**src/rtl/simple_pipe_inst_issuer.sv**
```systemverilog
// Instruction issuer for the simplePipe consumer: request FIFO, 8-bit encoder and RAW destination scoreboard.
// Optional stall counter output enabled by defining ISSUER_STALL_CNT_EN.
module simple_pipe_inst_issuer #(
    parameter int DEPTH    = 4,
    parameter int PIPE_LAT = 3
) (
    input  logic       clk,
    input  logic       rst,
    input  logic       req_valid,
    output logic       req_ready,
    input  logic [1:0] req_op,
    input  logic [1:0] req_rs1,
    input  logic [1:0] req_rs2,
    input  logic [1:0] req_rd,
    input  logic       flush,
    output logic [7:0] inst,
    output logic       __START__,
    output logic       busy,
    output logic [7:0] issued_cnt
`ifdef ISSUER_STALL_CNT_EN
    ,
    output logic [7:0] stall_cnt
`endif
);

    localparam int AW = $clog2(DEPTH);
    localparam logic [AW:0] DEPTH_W = (AW + 1)'(DEPTH);

    logic [7:0]          fifo_mem [DEPTH];
    logic [AW-1:0]       wr_ptr;
    logic [AW-1:0]       rd_ptr;
    logic [AW:0]         count;
    logic                full;
    logic                empty;
    logic                push;
    logic                issue;
    logic                hazard;
    logic [7:0]          head;
    logic [PIPE_LAT-1:0] sb_v;
    logic [1:0]          sb_rd [PIPE_LAT];

    assign full      = (count == DEPTH_W);
    assign empty     = (count == '0);
    assign req_ready = !full;
    assign head      = fifo_mem[rd_ptr];
    assign push      = req_valid && !full && !flush;
    assign issue     = !empty && !hazard && !flush;
    assign busy      = !empty || (|sb_v);

    // The oldest scoreboard slot is already architecturally visible, so it is excluded.
    always_comb begin
        hazard = 1'b0;
        if (!empty && head[7:6] != 2'b00) begin
            for (int i = 0; i < PIPE_LAT - 1; i++) begin
                if (sb_v[i] && (sb_rd[i] == head[5:4] || sb_rd[i] == head[3:2]))
                    hazard = 1'b1;
            end
        end
    end

    always_ff @(posedge clk) begin
        if (push)
            fifo_mem[wr_ptr] <= {req_op, req_rs1, req_rs2, req_rd};
        sb_rd[0] <= head[1:0];
        for (int i = 1; i < PIPE_LAT; i++)
            sb_rd[i] <= sb_rd[i-1];
    end

    always_ff @(posedge clk) begin
        if (!rst) begin
            wr_ptr     <= '0;
            rd_ptr     <= '0;
            count      <= '0;
            sb_v       <= '0;
            inst       <= 8'h00;
            __START__  <= 1'b0;
            issued_cnt <= 8'h00;
        end else begin
            if (flush) begin
                wr_ptr <= '0;
                rd_ptr <= '0;
                count  <= '0;
            end else begin
                if (push)
                    wr_ptr <= wr_ptr + 1'b1;
                if (issue)
                    rd_ptr <= rd_ptr + 1'b1;
                count <= count + (AW + 1)'(push) - (AW + 1)'(issue);
            end
            __START__ <= issue;
            if (issue)
                inst <= head;
            if (issue && issued_cnt != 8'hFF)
                issued_cnt <= issued_cnt + 8'd1;
            // NOPs write nothing, so they never occupy a valid scoreboard slot.
            sb_v <= {sb_v[PIPE_LAT-2:0], issue && (head[7:6] != 2'b00)};
        end
    end

`ifdef ISSUER_STALL_CNT_EN
    always_ff @(posedge clk) begin
        if (!rst)
            stall_cnt <= 8'h00;
        else if (!empty && hazard && !flush && stall_cnt != 8'hFF)
            stall_cnt <= stall_cnt + 8'd1;
    end
`endif

endmodule

```
**config.mk**
```make
export PLATFORM = sky130hd
export DESIGN_NAME = simple_pipe_inst_issuer
export DESIGN_NICKNAME = d
export VERILOG_FILES = /design/src/rtl/simple_pipe_inst_issuer.sv
export SDC_FILE = /design/constraint.sdc
export NUM_CORES = 1
export LEC_CHECK = 0
export CAP_MARGIN = 20
export CORE_UTILIZATION = 59
export DETAILED_ROUTE_END_ITERATION = 10
export GPL_TIMING_DRIVEN = 0
export PLACE_DENSITY_LB_ADDON = 0.1
export SLEW_MARGIN = 15
export SYNTH_ARGS = -nofsm -noshare
export SYNTH_HDL_FRONTEND = slang
export SYNTH_SLANG_ARGS = --single-unit
```
**constraint.sdc**
```tcl
create_clock -name clk -period 7.65 [get_ports clk]
set_clock_uncertainty 0.15 [all_clocks]
set_input_delay 1.53 -clock clk [delete_from_list [all_inputs] [get_ports clk]]
set_output_delay 1.53 -clock clk [all_outputs]
set_load 0.01 [all_outputs]
```
-- Word level (Yosys, flattened, before mapping)
Memories as Yosys holds them, arrays and structs flattened. A register that Yosys moved wholly into a read port is not among the register bits.
Cells that the tools add are included.
- word-level logic and storage cells: 48
- flip-flop bits (word level): 27
- input port bits: 12
- bits in writable memories: 38
- memories kept: 2
- add/sub/neg operators: 5
- bitwise gates (word level): 1
- muxes and demuxes: 7
- equal/unequal tests: 6
- reduce and logical (&&, ||, !) cells: 20
- memories (name ; depth ; bits a word ; read ports ; clocked after memory_dff ; write ports ; line ; text):
    fifo_mem ; 4 ; 8 ; 1 ; 1 ; 1 ; 29 ; logic [7:0] fifo_mem [DEPTH];
    sb_rd ; 3 ; 2 ; 2 ; 0 ; 3 ; 40 ; logic [1:0] sb_rd [PIPE_LAT];
- operators with widths (kind ; count):
    1-bit logical AND ; 9
    8-bit by 1-bit adder with 8-bit output, second input constant ; 1
    2-bit equality test ; 4
    8-bit inequality test, second input constant ; 1
    1-bit 2-to-1 mux ; 5
    2-bit by 1-bit adder with 2-bit output, second input constant ; 2
    1-bit logical NOT ; 4
    2-bit 2-to-1 mux ; 2
    3-bit by 1-bit adder with 3-bit output ; 1
    3-bit equality test, second input constant ; 1
    3-bit logical NOT ; 1
    1-bit logical OR ; 3
    3-bit OR reduction ; 1
    3-bit by 1-bit subtractor with 3-bit output ; 1
    2-bit nonzero test ; 1
    2-bit OR reduction ; 1
    1-bit inverter ; 1

-- Logic depth before layout (Yosys ltp)
Gate-level depths: netlist of the first run.
- depth in word-level cells: 11
- depth in mapped cells: 14

-- Least setup slack after synthesis of the first run
OpenSTA, ideal clock, no wires.
- kind: in2reg
- from: in flush
- to: reg count[2]
- arrival: 3.130 ns
- path buffers: 1
- setup time: 0.120 ns
- path slack: 4.250 ns
- stages: 11
- data required time: 7.380 ns
- cell sequence: nor2_1 -> o221ai_2 -> buf_2 -> inv_2 -> ha_1 -> inv_1 -> ha_1 -> fa_1 -> xnor2_1 -> xnor2_1 -> nor2_1
- RTL lines (what ; line ; text):
    start, declared ; 15 ; input logic flush,
    1-bit logical NOT ; 47 ; assign issue = !empty && !hazard && !flush;
    1-bit logical AND ; 47 ;
    named net issue ; 36 ; logic issue;
    3-bit by 1-bit subtractor with 3-bit output ; 88 ; count <= count + (AW + 1)'(push) - (AW + 1)'(issue);
    end signal, assigned ; 88 ;
    end, declared ; 32 ; logic [AW:0] count;
The timed path passes the listed nets, and every way through them passes these cells.
A chain may end at the register's enable or synchronous reset.

-- Worst setup path in the final report of the first run
Ends and elaborated chain as after synthesis.

==> metrics, run 1 <==
ANT nets after route=0; Hold Path Depth=0; top-area cell type share of the netlist area=36.9%; die width=68.4 um; kind of critical path=input pin to register; Sw Ratio=20.8%; core footprint=4120 um2; clk root buf=clkbuf_8; first-pass GRT wire length=7.56 mm; Initial DRT Pass Iterations=4; num rows=23; final worst path period share=50.8%; fraction of layout cells with a size suffix above 1=12.9%; HP Class=register to register; clock buffer depth=2; most frequent cells in the layout=33 x dfxtp_1, 32 x edfxtp_1, 30 x clkdlybuf4s50_1, 15 x nand2_1, 13 x nand3_1; Yosys top cell by area=edfxtp_1; vias in the first global route=1664; nets@finish=264; Pins Over Slew Limit=0; Seq pwr share=48.4%; YS warnings=0; die height=68.4 um; GPL Wtd Cong=0.754; top_reg_cell synth=dfxtp_1; Clk pwr share=43.5%; Data required, critical path=7.72 ns; # port buffers=30; Fmax=257 MHz; Crit path largest cell delay=0.56 ns; setup bufs post-CTS=0; post_cts resized=0; n_diodes=0; vias per cell=5.60; # IOs=31; GRT Total Usage=23.8%; Worst setup EP type=register; max cap viols=0; Netlist cell types=35; Finish-stage setup viols=0; R2R Path End=count[2]; Int Pwr=0.000622 W; Crit-path slowest cell=clkdlybuf4s50_1; Avg WL per Cell=15.7 um; Hold Path End=sb_rd[0][2]; RSZ-0062 raised after global routing=no; CTS tree=done; CP Cell Sequence=clkdlybuf4s50_1 -> nor2_1 -> o221ai_2 -> buf_2 -> inv_2 -> ha_1 -> inv_1 -> ha_1 -> fa_1 -> xnor2_1 -> xnor2_1 -> nor2_1; clock transition at the registers of the reported paths=0.07 ns; Leak=1.09 nW; synth-to-layout area growth=23.0%; Seq/Total Area, Yosys=62.3%; power per cell area=246 nW/um2; cts hold-fix bufs=0; largest net degree at the start of global routing=12; total grt overflow=0; Seq cells post-synth=65; Hold Vio Cnt, Final=0; die area=4680 um2; Worst-Skew Late Latency=0.34 ns; WL final=4.71 mm; Hold Crit Start=sb_rd[0][0]; CP Max Fanout=10; Via Count=1675; average cell area after synthesis=12.8 um2; commonest non-fill, non-tap cell in the layout=dfxtp_1; Post-synth EDFFs=32; status=finished, final reports clean; Synth area leaders=edfxtp_1 37%, dfxtp_1 25%, mux4_2 6.9%; crit path DAT=3.95 ns; fin crit period=3.89 ns; Max rail drop VDD=0.213 mV; Reg2Reg Depth=14; layout filler cell count=244; detailed placement HPWL=3.28 mm; syn nets=223; kind of start point of the critical path=input pin; TritonCTS buffer count=9; setup TNS=0 ns; Post-synth ARST share=0%; slew margin rel.=37.0%; htree depth=3; clk sink count=65; Post-Synthesis Cells=203; Psw=0.000164 W; Starting Density=63.2%; R2R Setup Slk=4.00 ns; DRC=0; Worst Tran Pin Value=0.938 ns; Post-Syn Area=2600 um2; initial antenna violation count=0; Worst Setup Slack, final=3.76 ns; Place WS=3.43 ns; initial drt markers=107; Comb pwr share=8.1%
per-stage QoR:
stage | cells | util [%] | cell area [um2] | power (W) | hold slack, ns
after floorplan | 203 | - | 2600 | 0.000425 | 0.225
after global routing | 299 | 77.8 | 3200 | 0.000812 | 0.250
after global placement | 283 | 72.1 | 2970 | 0.000448 | 0.233
after detailed placement | 283 | 72.1 | 2970 | 0.000451 | 0.237
after CTS | 299 | 77.8 | 3200 | 0.000792 | 0.241
final | 299 | 77.8 | 3200 | 0.000786 | 0.243
logic make-up (layout without fill, tap and decap cells):
kind of cell,Yosys count,in the layout,synth area share [%]
compound gates,31,31,7.64
xor+xnor,12,12,4.04
fa+ha+maj,8,8,4.13
buf+inv,18,64,3.17
flops,65,65,62.3
mux,8,8,6.92
simple gates,61,61,11.8
flip-flops by register name, indices dropped and copies added (netlist names), named ones only:
name	cells
sb_rd	4
__START__	1
rd_ptr	2
sb_v	3
wr_ptr	2
count	3
fifo_mem	32
issued_cnt	8
inst	8
Yosys cell counts, drive strengths merged (7+ instances only):
library cell	number
edfxtp	32
mux4	8
inv	10
o21ai	15
and2	8
nand3	13
ha	7
dfxtp	33
nand2	15
xnor2	12
nor2	10
a21oi	7
per-layer routing:
layer  part of all wire (%)  track usage [%]  up-vias
met5                      0                0        -
met4                    2.8             13.3        0
met3                    4.0             6.17       15
met2                     49             39.7       52
met1                     44             27.6      792
li1                       -                -      816
worst max path at each step:
stage / startpoint / endpoint / depth (start not counted)
6_report: flush / count[2] / 12
5_1_grt: flush / count[2] / 12
4_1_cts: flush / count[2] / 12
3_5_place_dp: flush / count[2] / 12
3_3_place_gp: flush / count[2] / 12
2_1_floorplan: flush / count[2] / 11
power groups by stage:
stage	sequential (W)	clock, W	combinational (W)
after floorplan	0.000388	0	0.0000369
after global placement	0.000387	0	0.0000609
after detailed placement	0.000388	0	0.0000633
after CTS	0.000381	0.000348	0.0000637
after global routing	0.000381	0.000361	0.0000702
final	0.000381	0.000342	0.0000634
worst max-delay path, delay by kind of cell:
kind	cells	cell delay [ns]
XOR/XNOR	2	0.31
AND/OR/NAND/NOR	2	0.14
adder cells (fa/ha/maj)	3	0.84
AO/OA/AOI/OAI	1	0.18
buffers and inverters	4	0.96
layout make-up:
class	instances	area, um2	area share (%)
buffer	7	41.3	1.29
clock buffer	11	131	4.10
clock inverter	5	104	3.24
inverter	11	41.3	1.29
multi-input combinational	120	898	28.1
sequential	65	1620	50.7
tap	50	62.6	1.95
timing repair buffer	30	300	9.38
(Power assumes the default switching activity.)
==> inputs of run 2 (changes only) <==
CORE_UTILIZATION = 49   (was 59)
clock period = 3.14 ns   (was 7.65 ns; I/O delays follow)
==> metrics, run 2 (synthesized netlist as in run 1, its figures left out) <==
Fmax=323 MHz; # port buffers=30 (unchanged); fin crit period=3.10 ns; WL final=4.69 mm (-0.51%); power per cell area=556 nW/um2 (+130%); clk root buf=clkbuf_8; Crit path largest cell delay=0.59 ns (+0.03 ns); Via Count=1623 (-3.1%); clock buffer depth=2 (unchanged); fraction of layout cells with a size suffix above 1=19.0% (+6.1 points); Pins Over Slew Limit=0 (unchanged); Critical Path Sink=count[2]; CP Cell Sequence=buf_8 -> mux4_2 -> xnor2_2 -> a22oi_2 -> o221ai_4 -> buf_6 -> inv_4 -> ha_4 -> inv_2 -> ha_4 -> fa_2 -> xnor2_2 -> xnor2_1 -> nor2_1; nets@finish=268 (+1.5%); Data required, critical path=3.21 ns (-4.51 ns); Worst Tran Pin Value=0.928 ns (-0.00993 ns); Largest regs=fifo_mem (32), inst (8), issued_cnt (8); initial antenna violation count=0 (unchanged); total grt overflow=0 (unchanged); multi-input logic area=990 um2 (+10%); Worst-Skew Late Latency=0.34 ns (about the same); slew margin rel.=37.7% (+0.67 points); # IOs=31 (unchanged); GRT Total Usage=19.7% (-4.0 points); largest net degree at the start of global routing=12 (unchanged); detailed placement HPWL=3.30 mm (+0.35%); n_diodes=0 (unchanged); Hold Vio Cnt, Final=0 (unchanged); die height=74.9 um (+9.4%); max FFs per register=32 (unchanged); die area=5610 um2 (+20%); crit path DAT=3.17 ns (-0.78 ns); Max rail drop VDD=0.454 mV (+110%); synth-to-layout area growth=28.1%; kind of critical path=register to register; final core occ=65.3% (-12 points); Initial DRT Pass Iterations=4 (unchanged); initial drt markers=61 (-43%); RSZ-0062 raised after global routing=yes; status=finished, final reports clean; CP Max Fanout=6 (-4); core footprint=5110 um2 (+24%); clock transition at the registers of the reported paths=0.07 ns (about the same); die width=74.9 um (+9.4%); CTS tree=done; htree depth=3 (unchanged); ANT nets after route=0 (unchanged); Starting Density=51.0% (-12 points); most frequent cells in the layout=32 x dfxtp_1, 32 x edfxtp_1, 30 x clkdlybuf4s50_1, 15 x nand2_1; Crit-path slowest cell=mux4_2; GPL Wtd Cong=0.740 (-1.8%); max cap viols=0 (unchanged); final worst path period share=98.6%; Finish-stage setup viols=0 (unchanged); layout filler cell count=418 (+71%); Worst Setup Slack, final=0.0440 ns (-3.72 ns); num rows=26 (+13%); Place WS=-0.270 ns (-3.70 ns); DRC=0 (unchanged); R2R Path End=count[2]; Reg with most FFs=fifo_mem; Top delay family on crit path=adder cells; clk sink count=65 (unchanged); CP Depth=14 (+2); vias in the first global route=1572 (-5.5%); Sequential Area=1620 um2 (about the same); kind of start point of the critical path=register; Avg WL per Cell=14.5 um (-7.9%); vias per cell=5.02 (-10%); HP Class=register to register; TritonCTS buffer count=9 (unchanged); worst path bufs/invs=4 (unchanged); Reg2Reg Depth=14 (unchanged); Leak=1.14 nW (+4.5%); R2R Setup Slk=0.04 ns (-3.96 ns); Worst setup EP type=register; first-pass GRT wire length=7.60 mm (+0.45%)
-- run 2: cell types whose count changed in the layout (fill, tap and decap cells not counted), sizes merged --
cell      delta
buf          +4
clkinv       +2
bufinv       -1
clkinvlp     +1
clkbuf       -2
-- run 2: how the worst min path moves through the flow --
stage,from,endpoint,slack (ns),depth (start not counted)
4_1_cts,sb_rd[0][0],sb_rd[0][2],0.26,0
3_3_place_gp,sb_rd[0][1],sb_rd[0][3],0.23,0
5_1_grt,sb_rd[0][0],sb_rd[0][2],0.30,0
3_5_place_dp,sb_rd[0][1],sb_rd[0][3],0.23,0
6_report,sb_rd[0][0],sb_rd[0][2],0.28,0
2_1_floorplan,sb_rd[0][1],sb_rd[0][3],0.22,0
-- run 2: worst register-to-register path, delay by kind of cell, from the launching register on --
family | cells | cell delay (ns)
flip-flops | 1 | 0.33
buffers and inverters | 4 | 0.32
multiplexers | 1 | 0.59
AND/OR/NAND/NOR | 1 | 0.06
adder cells (fa/ha/maj) | 3 | 0.74
XOR/XNOR | 3 | 0.50
AO/OA/AOI/OAI | 2 | 0.28
-- run 2: routing by layer --
metal / wire length, um / global-route usage, %
met5: 0 / 0
met4: 57 / 10.1
met3: 175 / 5.62
met2: 2210 / 30.7
met1: 2250 / 25.3
-- run 2: final cells by class --
| cell class | count | share of cell area, % |
|---|---|---|
| clock inverters | 7 | 2.55 |
| flip-flops and latches | 65 | 48.7 |
| plain buffers | 7 | 1.54 |
| repair buffers | 34 | 9.91 |
| multi-input cells | 120 | 29.7 |
| well taps | 70 | 2.63 |
| clock buffers | 9 | 3.71 |
| inverters | 11 | 1.31 |
-- run 2: what timing repair did --
action,CTS,global route
hold buffers,0,0
resized for setup,2,4
pin swaps,6,4
setup endpoints to repair,2,1
buffers inserted,3,1
-- run 2: stage by stage --
stage / TNS (ns) / instances / instance area, um2 / hold slack [ns] / total power (W)
finish: 0 / 323 / 3330 / 0.283 / 0.00185
floorplan: -0.00472 / 203 / 2670 / 0.225 / 0.00105
detailed placement: -0.362 / 303 / 3060 / 0.233 / 0.00112
CTS: 0 / 322 / 3300 / 0.260 / 0.00186
global placement: -0.282 / 303 / 3060 / 0.228 / 0.00111
global route: -0.101 / 323 / 3330 / 0.297 / 0.00193
-- run 2: power by group --
part | internal, W | switching (W)
clock network | 0.000438 | 0.000309
logic | 0.0000911 | 0.0000868
registers | 0.000913 | 0.0000156
total | 0.00144 | 0.000411
==> inputs of run 3 (changes only) <==
MAX_ROUTING_LAYER = met4   (was not set)
==> metrics, run 3 (synthesized netlist as in run 1, its figures left out) <==
status=finished, final reports clean; DR top layer=met4; Fmax=323 MHz (about the same); Largest regs=fifo_mem (32), inst (8), issued_cnt (8); Worst Setup Slack, final=0.0454 ns (+0.00135 ns); Hold Path End=sb_rd[0][2]; multi-input logic area=990 um2 (unchanged); Via Count=1653 (+1.8%); Starting Density=51.0% (unchanged); Worst setup EP type=register; RSZ-0062 raised after global routing=yes; die height=74.9 um (unchanged); DRC=0 (unchanged); htree depth=3 (unchanged); met3 WL post-DR=187 um (+6.9%); slew margin rel.=37.7% (about the same); WL final=4.70 mm (+0.23%); Max rail drop VDD=0.454 mV (about the same); Pins Over Slew Limit=0 (unchanged); Reg with most FFs=fifo_mem; max cap viols=0 (unchanged); max FFs per register=32 (unchanged); detailed placement HPWL=3.30 mm (unchanged); Hold Vio Cnt, Final=0 (unchanged); vias per cell=5.12 (+1.8%); HP Class=register to register; Initial DRT Pass Iterations=4 (unchanged); vias in the first global route=1572 (unchanged); Hold Path Depth=0 (unchanged); fin crit period=3.09 ns (-0.00135 ns); clk sink count=65 (unchanged); Worst-Skew Late Latency=0.34 ns (about the same); # IOs=31 (unchanged); first-pass GRT wire length=7.59 mm (about the same); Met2 Routed Length=2.18 mm (-1.3%); Place WS=-0.270 ns (unchanged); clock transition at the registers of the reported paths=0.07 ns (about the same); R2R Setup Slk=0.05 ns (about the same); GRT Total Usage=20.4% (+0.64 points); kind of start point of the critical path=register; fraction of layout cells with a size suffix above 1=19.0% (unchanged); power per cell area=556 nW/um2 (about the same); cell total after placement=303 (unchanged); Avg WL per Cell=14.5 um (+0.23%); Worst Tran Pin Value=0.928 ns (+0.000248 ns); Hold Slack=0.284 ns (+0.00132 ns); initial antenna violation count=0 (unchanged); Leak=1.14 nW (unchanged); most frequent cells in the layout=32 x dfxtp_1, 32 x edfxtp_1, 30 x clkdlybuf4s50_1, 15 x nand2_1; Sequential Area=1620 um2 (unchanged); CP Max Fanout=6 (unchanged); wl on met1=2.24 mm (-0.27%); Reg2Reg Depth=14 (unchanged); clock buffer depth=2 (unchanged); final core occ=65.3% (unchanged); num rows=26 (unchanged); ANT nets after route=0 (unchanged); nets@finish=268 (unchanged); clk root buf=clkbuf_8; initial drt markers=64 (+4.9%); die width=74.9 um (unchanged); cts hold-fix bufs=0 (unchanged); R2R Path End=count[2]; n_diodes=0 (unchanged); GPL Wtd Cong=0.749 (+1.2%); final worst path period share=98.6% (about the same); Data required, critical path=3.21 ns (about the same); largest net degree at the start of global routing=12 (unchanged); TritonCTS buffer count=9 (unchanged); # port buffers=30 (unchanged); layout filler cell count=418 (unchanged); CTS tree=done; kind of critical path=register to register; Finish-stage setup viols=0 (unchanged); Non-Filler Instances=323 (unchanged); total grt overflow=0 (unchanged); crit path DAT=3.17 ns (about the same); core footprint=5110 um2 (unchanged); synth-to-layout area growth=28.1% (unchanged); die area=5610 um2 (unchanged); Hold Crit Start=sb_rd[0][0]
[run 3: cell type report]
cell class / count / share of cell area (%)
clock inverter: 7 / 2.55
buffer: 7 / 1.54
inverter: 11 / 1.31
timing repair buffer: 34 / 9.91
sequential: 65 / 48.7
multi-input combinational: 120 / 29.7
tap: 70 / 2.63
clock buffer: 9 / 3.71
[run 3: per-stage QoR]
| stage | power (W) | cell area, um2 | setup TNS, ns |
|---|---|---|---|
| floorplan | 0.00105 | 2670 | -0.00472 |
| global placement | 0.00111 | 3060 | -0.282 |
| detailed placement | 0.00112 | 3060 | -0.362 |
| CTS | 0.00186 | 3300 | 0 |
| global route | 0.00193 | 3330 | -0.101 |
| finish | 0.00185 | 3330 | 0 |
[run 3: worst max-delay path, stage by stage, from the launching register on]
cell and delay (ns):
dfxtp_2 0.33, buf_8 0.12, mux4_2 0.59, xnor2_2 0.19
a22oi_2 0.09, o221ai_4 0.19, buf_6 0.13, inv_4 0.03
ha_4 0.24, inv_2 0.04, ha_4 0.15, fa_2 0.35
xnor2_2 0.14, xnor2_1 0.16, nor2_1 0.06
[run 3: how the worst max path moves through the flow]
stage	startpoint	to	slack (ns)	depth (start not counted)
floorplan	register	count[2]	-0.005	14
global placement	register	count[2]	-0.24	14
detailed placement	register	count[2]	-0.27	14
CTS	register	count[2]	0.008	14
global route	register	count[2]	-0.10	14
finish	register	count[2]	0.05	14
[run 3: routing by layer]
metal / track usage [%] / up-vias
met5: - / -
met4: 10.1 / 0
met3: 5.62 / 9
met2: 30.7 / 40
met1: 25.3 / 774
li1: - / 830
[run 3: timing repair]
action                                  in CTS  in global routing
pin swaps                                    6                  4
gates resized for setup                      2                  4
buffers inserted                             3                  1
endpoints found under the setup margin       2                  1
hold endpoints to repair                     0                  0
[run 3: report_power, final]
group	total (W)	switching, W	leakage [nW]	internal (W)
Combinational	0.000178	0.0000870	0.479	0.0000911
Clock	0.000748	0.000309	0.104	0.000438
Sequential	0.000929	0.0000156	0.559	0.000913
Total	0.00185	0.000412	1.14	0.00144
